<file path="config.mk">
export PLATFORM = sky130hd
export DESIGN_NAME = regbank_ctrl
export DESIGN_NICKNAME = d
export VERILOG_FILES = /design/src/rtl/wf8_regbus_pkg.sv /design/src/rtl/rr_arbiter2.sv /design/src/rtl/regbank_ctrl.sv
export SDC_FILE = /design/constraint.sdc
export NUM_CORES = 1
export LEC_CHECK = 0
export CAP_MARGIN = 20
export CORE_ASPECT_RATIO = 0.6
export CORE_MARGIN = 10
export CORE_UTILIZATION = 38
export DETAILED_ROUTE_END_ITERATION = 7
export PLACE_DENSITY = 0.75
export SLEW_MARGIN = 20
export SYNTH_ARGS = -nofsm -noshare
export SYNTH_HDL_FRONTEND = slang
export SYNTH_SLANG_ARGS = --single-unit
</file>
<file path="constraint.sdc">
create_clock -name clk -period 1.7 [get_ports clk]
set_input_delay 0.34 -clock clk [delete_from_list [all_inputs] [get_ports clk]]
set_output_delay 0.34 -clock clk [all_outputs]
set_load 0.03 [all_outputs]
</file>
<file path="src/rtl/wf8_regbus_pkg.sv">
// Shared types and constants for the register-bank sequencer.
package wf8_regbus_pkg;

    // Sequencer states: latch a command, drive the bank for one cycle, then turn the bus around.
    typedef enum logic [1:0] {
        IDLE   = 2'd0,
        ACCESS = 2'd1,
        DONE   = 2'd2
    } state_t;

    // Requester identifiers, used as the grant index.
    localparam logic REQ_CORE = 1'b0;
    localparam logic REQ_DBG  = 1'b1;

    // One-hot per-requester vector selecting the given requester.
    function automatic logic [1:0] req_onehot(input logic idx);
        return (idx == REQ_DBG) ? 2'b10 : 2'b01;
    endfunction

endpackage

</file>
<file path="src/rtl/rr_arbiter2.sv">
// Two-way round-robin arbiter; the pointer remembers the last accepted winner.
module rr_arbiter2
    import wf8_regbus_pkg::*;
(
    input  logic       clk,
    input  logic       rst,
    input  logic [1:0] req,
    input  logic       accept,
    output logic       grant_valid,
    output logic       grant_idx
);

    logic last_winner;

    // Pick the winner: a lone request wins, a tie goes to whoever lost last time.
    always_comb begin
        // NOTE: every output gets a default first so no path through this block can infer a latch.
        grant_valid = |req;
        grant_idx   = REQ_CORE;
        case (req)
            2'b10:   grant_idx = REQ_DBG;
            2'b11:   grant_idx = ~last_winner;
            default: grant_idx = REQ_CORE;
        endcase
    end

    // Advance the pointer only when the grant is actually taken by the sequencer.
    always_ff @(posedge clk) begin
        if (rst) begin
            // Pretending the debug port won last makes the core the first tie winner.
            last_winner <= REQ_DBG;
        end else if (accept && grant_valid) begin
            last_winner <= grant_idx;
        end
    end

endmodule

</file>
<file path="src/rtl/regbank_ctrl.sv">
// Sequencer for a bank of enable-gated registers sharing a write bus and a read bus.
module regbank_ctrl
    import wf8_regbus_pkg::*;
#(
    parameter int BIT_COUNT = 8,
    parameter int REG_COUNT = 4,
    parameter int ADDR_W    = 2
) (
    input  logic                 clk,
    input  logic                 rst,
    input  logic [1:0]           req,
    input  logic [1:0]           we,
    input  logic [ADDR_W-1:0]    addr0,
    input  logic [ADDR_W-1:0]    addr1,
    input  logic [BIT_COUNT-1:0] wdata0,
    input  logic [BIT_COUNT-1:0] wdata1,
    output logic [1:0]           done,
    output logic [1:0]           err,
    output logic [BIT_COUNT-1:0] rdata,
    output logic [REG_COUNT-1:0] reg_write_en,
    output logic [REG_COUNT-1:0] reg_read_en,
    output logic [BIT_COUNT-1:0] reg_in,
    input  logic [BIT_COUNT-1:0] reg_out
);

    state_t               state;
    logic                 winner;
    logic                 lat_err;
    logic                 lat_rd;

    logic                 grant_valid;
    logic                 grant_idx;
    logic                 sel_we;
    logic [ADDR_W-1:0]    sel_addr;
    logic [BIT_COUNT-1:0] sel_wdata;
    logic                 in_range;
    logic [REG_COUNT-1:0] dec;

    rr_arbiter2 u_arb (
        .clk         (clk),
        .rst         (rst),
        .req         (req),
        .accept      (state == IDLE),
        .grant_valid (grant_valid),
        .grant_idx   (grant_idx)
    );

    // Route the granted requester's command and decode its address to a one-hot select.
    always_comb begin
        sel_we    = we[grant_idx];
        sel_addr  = (grant_idx == REQ_DBG) ? addr1 : addr0;
        sel_wdata = (grant_idx == REQ_DBG) ? wdata1 : wdata0;
        in_range  = int'(sel_addr) < REG_COUNT;
        dec       = '0;
        for (int i = 0; i < REG_COUNT; i++) begin
            dec[i] = (int'(sel_addr) == i);
        end
    end

    // Sequencer: every output is registered, so enables depend only on latched state.
    always_ff @(posedge clk) begin
        // NOTE: sequential state uses non-blocking assignments so all registers update together at the edge.
        if (rst) begin
            // NOTE: the whole control path is reset (no storage array here), so a dropped transaction leaves nothing behind.
            state        <= IDLE;
            winner       <= REQ_CORE;
            lat_err      <= 1'b0;
            lat_rd       <= 1'b0;
            done         <= '0;
            err          <= '0;
            rdata        <= '0;
            reg_write_en <= '0;
            reg_read_en  <= '0;
            reg_in       <= '0;
        end else begin
            case (state)
                IDLE: begin
                    if (grant_valid) begin
                        winner  <= grant_idx;
                        lat_err <= !in_range;
                        lat_rd  <= !sel_we && in_range;
                        if (sel_we) begin
                            reg_write_en <= dec;
                            reg_in       <= sel_wdata;
                        end else begin
                            reg_read_en  <= dec;
                        end
                        state <= ACCESS;
                    end
                end
                ACCESS: begin
                    reg_write_en <= '0;
                    reg_read_en  <= '0;
                    if (lat_rd) begin
                        rdata <= reg_out;
                    end
                    done  <= req_onehot(winner);
                    err   <= lat_err ? req_onehot(winner) : 2'b00;
                    state <= DONE;
                end
                DONE: begin
                    // Enables are already low here, giving the bus its turnaround cycle.
                    done  <= '0;
                    err   <= '0;
                    state <= IDLE;
                end
                default: begin
                    state <= IDLE;
                end
            endcase
        end
    end

endmodule

</file>
### After elaboration in Yosys (flattened, before gate mapping)

Index checks and enable logic that the tools add are counted.

| cells by class | value |
|---|---|
| equality and inequality tests | 10 |
| multiplexer cells | 16 |
| reduce and logical (&&, ||, !) cells | 13 |
| order comparisons | 1 |
| bitwise logic cells | 1 |

Operators by type and width:

| cell | count |
|---|---|
| two-way mux 4 bit | 4 |
| case mux 4 bit (2 select lines) | 2 |
| == test 2 bit, second input constant | 5 |
| AND reduction 3 bit | 3 |
| two-way mux 2 bit | 4 |
| two-way mux 8 bit | 1 |
| case mux 2 bit (2 select lines) | 2 |
| != test 2 bit, second input constant | 3 |
| == test 2 x 1 -> 1 bit, second input constant | 2 |
| logical NOT 2 bit | 2 |
| AND reduction 2 bit | 2 |
| nonzero test 2 bit | 2 |
| OR reduction 2 bit | 2 |
| less-than comparator 1 x 2 -> 1 bit, second input constant | 1 |
| two-way mux 1 bit | 2 |
| case mux 1 bit (2 select lines) | 1 |
| logical AND 1 bit | 1 |
| logical NOT 1 bit | 1 |
| NOT 1 bit | 1 |

| word-level totals | value |
|---|---|
| output and inout port bits | 28 |
| logic and storage cells | 51 |
| input port bits | 34 |
| bits in registers | 33 |

### Longest topological paths before layout

| depth | value |
|---|---|
| depth in word-level cells | 7 |
| depth in mapped cells | 8 |

### By module

From an unflattened synthesis, not the netlist that was laid out.

| unflattened totals | value |
|---|---|
| cell total of the unflattened synthesis | 158 |
| area, all modules | 1,496.4 µm² |

By module, submodules not included:

| module | cells each | times used | sequential area each (µm²) | area each (µm²) |
|---|---|---|---|---|
| regbank_ctrl | 152 | 1 | 600.6 | 1,440.1 |
| rr_arbiter2 | 6 | 1 | 20.0 | 56.3 |

### Worst setup path before layout

Ideal clock, no wire load.

| path | value |
|---|---|
| path type | flip-flop to flip-flop |
| from | register state[0] |
| to | register reg_read_en[0] |
| buffers on the path | 1 |
| stages on the path, launching flop included | 8 |
| required time | 1.579 ns |
| arrival | 1.614 ns |
| slack | -0.035 ns |
| library setup time | 0.121 ns |
| clock period less this slack | 1.735 ns |
| path through | dfxtp_1 -> inv_1 -> ha_1 -> buf_2 -> nand2_1 -> nor3_1 -> a311oi_2 -> mux2_2 |

| between the ends | value |
|---|---|
| longest elaborated chain between the ends | 3 |

Ends and longest elaborated chain:

| item | RTL line | RTL |
|---|---|---|
| start, declared | regbank_ctrl.sv:26 | `state_t state;` |
| start signal, assigned | regbank_ctrl.sv:65 | `state <= IDLE;` |
| start signal, assigned | regbank_ctrl.sv:88 | `state <= ACCESS;` |
| start signal, assigned | regbank_ctrl.sv:99 | `state <= DONE;` |
| logical NOT 2 bit or == test 2 x 1 -> 1 bit (tied branches) | regbank_ctrl.sv:76 | `case (state)` |
| != test 2 bit (no line) or nonzero test 2 bit (tied branches) | - |  |
| AND reduction 3 bit (no line) | - |  |
| end signal, assigned | regbank_ctrl.sv:73 | `reg_read_en <= '0;` |
| end signal, assigned | regbank_ctrl.sv:86 | `reg_read_en <= dec;` |
| end signal, assigned | regbank_ctrl.sv:93 | `reg_read_en <= '0;` |
| end, declared | regbank_ctrl.sv:21 | `output logic [REG_COUNT-1:0] reg_read_en,` |

Several ways; a longest one is shown, not always the timed one.
A chain may end at the register's enable or synchronous reset.

### Final worst setup path

| path | value |
|---|---|
| from | register state[1] |
| to | register reg_read_en[0] |

Same word-level chain as after synthesis.

==> results.cfg <==
[outcome]
status = finished, final reports clean

[clock_network]
clock_latency_ps = 280
clk_pin_slew_ps = 60
cts_tree = yes
cts_buffers = 5
htreeDepth = 2
postCtsHoldBufs = 0
clockBufferDepth = 2
clock_sinks = 31
cts-root-buf = clkbuf_8

[logic_synthesis]
async_reset_ff_share_pct = 0
synth_edf_count = 0
synth_area_per_cell_um2 = 8.87
mappedNetlistArea_mm2 = 0.00148
synth_top_area_cell = dfxtp_1
synth_common_cells = dfxtp_1, nand2_1, nor2_1
synth_cell_types = 35
synth_top_area_share_pct = 41.9
ys.flop_type = dfxtp_1
synth-seq-cells = 31
syn_inst = 167
synth_area_leaders = dfxtp_1, nand2_1, ha_1, a311oi_1, a21oi_1
yosysWarnings = 0
seq_area_frac_synth_pct = 41.9
synth_most_common_cell = dfxtp_1

[grt]
grt_overflow_total = 0
grt_max_degree = 36
grt_usage_pct = 13.2
grt_pass1_vias = 1465
grt_pass1_wl_um = 7150
antenna_found_initial = 0

[cells_and_area]
num_antenna_cells = 0
nets = 289
final_cells = 298
drive_above_1_share_pct = 21.1
syn_to_final_growth_pct = 65.7

[setup_path]
crit_arrival_ps = 1810
crit_path_start_kind = flop
critical_path_class = flop to flop
crit_chain = inv_4 > ha_2 > nor2b_1 > a311oi_2 > buf_4 > mux2_2
crit_required_ps = 1860
cp_max_fo = 5
cpMaxStageDelayCell = dfxtp_2
critical_path.max_stage_delay_ps = 360
cp-end-kind = flop

[sta]
finalSetupViolations = 0
period_share_pct = 96.6
hold_violations = 0
fin_crit_ps = 1640
timing.hold.ws_ps = 455
fmax_mhz = 609
fin_skew_ps = 8.61
rsz0062_at_grt = no
slew_violations = 0

[detailed_routing]
vias_per_cell = 4.82
postRouteAntennaNets = 0
drc = 0
vias = 1435
wl_per_cell_um = 15.1
drt_wl_total_um = 4490
drtIter0Drc = 43
drt_pre_antenna_iters = 4

[floorplan]
rows = 17
start_util_pct = 40.0
dieHeight_um = 68.4
fp.dieArea_mm2 = 0.00688
core_area_mm2 = 0.00370
die_w_um = 101
io_pins = 62

[placement]
dp.cells = 286
dpl.hpwl_um = 3340
gp_congestion = 0.766
numPortBuffers = 59

[power]
power_density_mw_per_mm2 = 951
ir_drop_mv = 0.588
leakagePower_nw = 0.988

[worst_hold_path]
min_path_type = flop to flop

[run]
cap_violations = 0
==> final timing paths <==
| check | from | slack (ps) | cells after the start | to |
|---|---|---|---|---|
| worst max-delay path | state[1] | 60 | 6 | reg_read_en[0] |
| worst min-delay path | rdata[4] | 450 | 2 | rdata[4] |
| worst max register to register | state[1] | 60 | 6 | reg_read_en[0] |
| worst min register to register | rdata[4] | 450 | 2 | rdata[4] |
==> stage by stage <==
step	instance area (µm²)	setup WS (ps)	power (mW)	utilization, %	setup TNS [ps]
floorplan	1500	4.29	1.23	-	0
global placement	2260	-318	1.54	61.2	-4420
detailed placement	2260	-389	1.55	61.2	-5220
CTS	2430	18.0	2.34	65.6	0
global route	2450	1.89	2.46	66.3	0
finish	2450	57.5	2.33	66.3	0
==> flip-flops by register name (all words and copies together), names as in the netlist <==
| register | flops |
|---|---|
| reg_write_en | 4 |
| winner | 1 |
| rdata | 8 |
| state | 2 |
| u_arb.last_winner | 1 |
| lat_rd | 1 |
| reg_in | 8 |
| done | 2 |
| reg_read_en | 4 |
==> power breakdown <==
part           switching (mW)  leakage [nW]  internal, mW
logic                   0.366         0.673         0.379
clock network           0.275        0.0612         0.474
registers              0.0464         0.254         0.794
total                   0.688         0.988          1.65
==> kinds of logic (layout without fill, tap and decap cells) <==
group / count (synthesis) / count (layout) / synth area share [%]
buffers and inverters: 15 / 98 / 4.98
AO/OA/AOI/OAI: 28 / 28 / 15.7
AND/OR/NAND/NOR: 76 / 76 / 25.0
other: 1 / 2 / 0.253
flip-flops: 31 / 31 / 41.9
multiplexers: 11 / 11 / 7.94
adder cells (fa/ha/maj): 5 / 5 / 4.22
==> placed cells by master (no fill, tap or decap), types with 5 or more instances in the layout <==
cell type / Yosys / final
clkbuf_8: 0 / 6
mux2_1: 5 / 5
nor2b_1: 7 / 7
nand2_1: 28 / 26
nand3_1: 10 / 10
a21oi_1: 12 / 11
clkdlybuf4s50_1: 0 / 56
buf_4: 2 / 25
a311oi_1: 7 / 7
dfxtp_1: 31 / 29
mux2i_1: 5 / 5
nor2_1: 16 / 16
==> timing repair <==
action                                  CTS  global route
pin swaps                                 2             9
gates resized for setup                   7             8
cloned                                    1             0
endpoints found under the setup margin   14            16
setup buffers                             2             1
==> layout make-up <==
| type | instances | area (µm²) |
|---|---|---|
| clock buffer | 6 | 82.6 |
| clock inverter | 2 | 35.0 |
| fill | 323 | 1250 |
| inverter | 4 | 17.5 |
| multi-input combinational | 122 | 825 |
| sequential | 31 | 623 |
| tap | 47 | 58.8 |
| timing repair buffer | 86 | 813 |
==> critical path, delay by kind of cell, from the launching register on <==
family	cells	cell delay, ps
compound gates	1	230
fa+ha+maj	1	200
buf+inv	2	240
flops	1	360
mux	1	320
simple gates	1	180
==> per-layer routing <==
| metal | vias up | wire, µm | global-route usage [%] |
|---|---|---|---|
| met3 | 2 | 533 | 8.44 |
| met5 | - | 0 | 0 |
| met1 | 641 | 2080 | 15.7 |
| li1 | 742 | - | - |
| met2 | 50 | 1850 | 19.2 |
| met4 | 0 | 24 | 3.68 |
(Power assumes the default switching activity.)
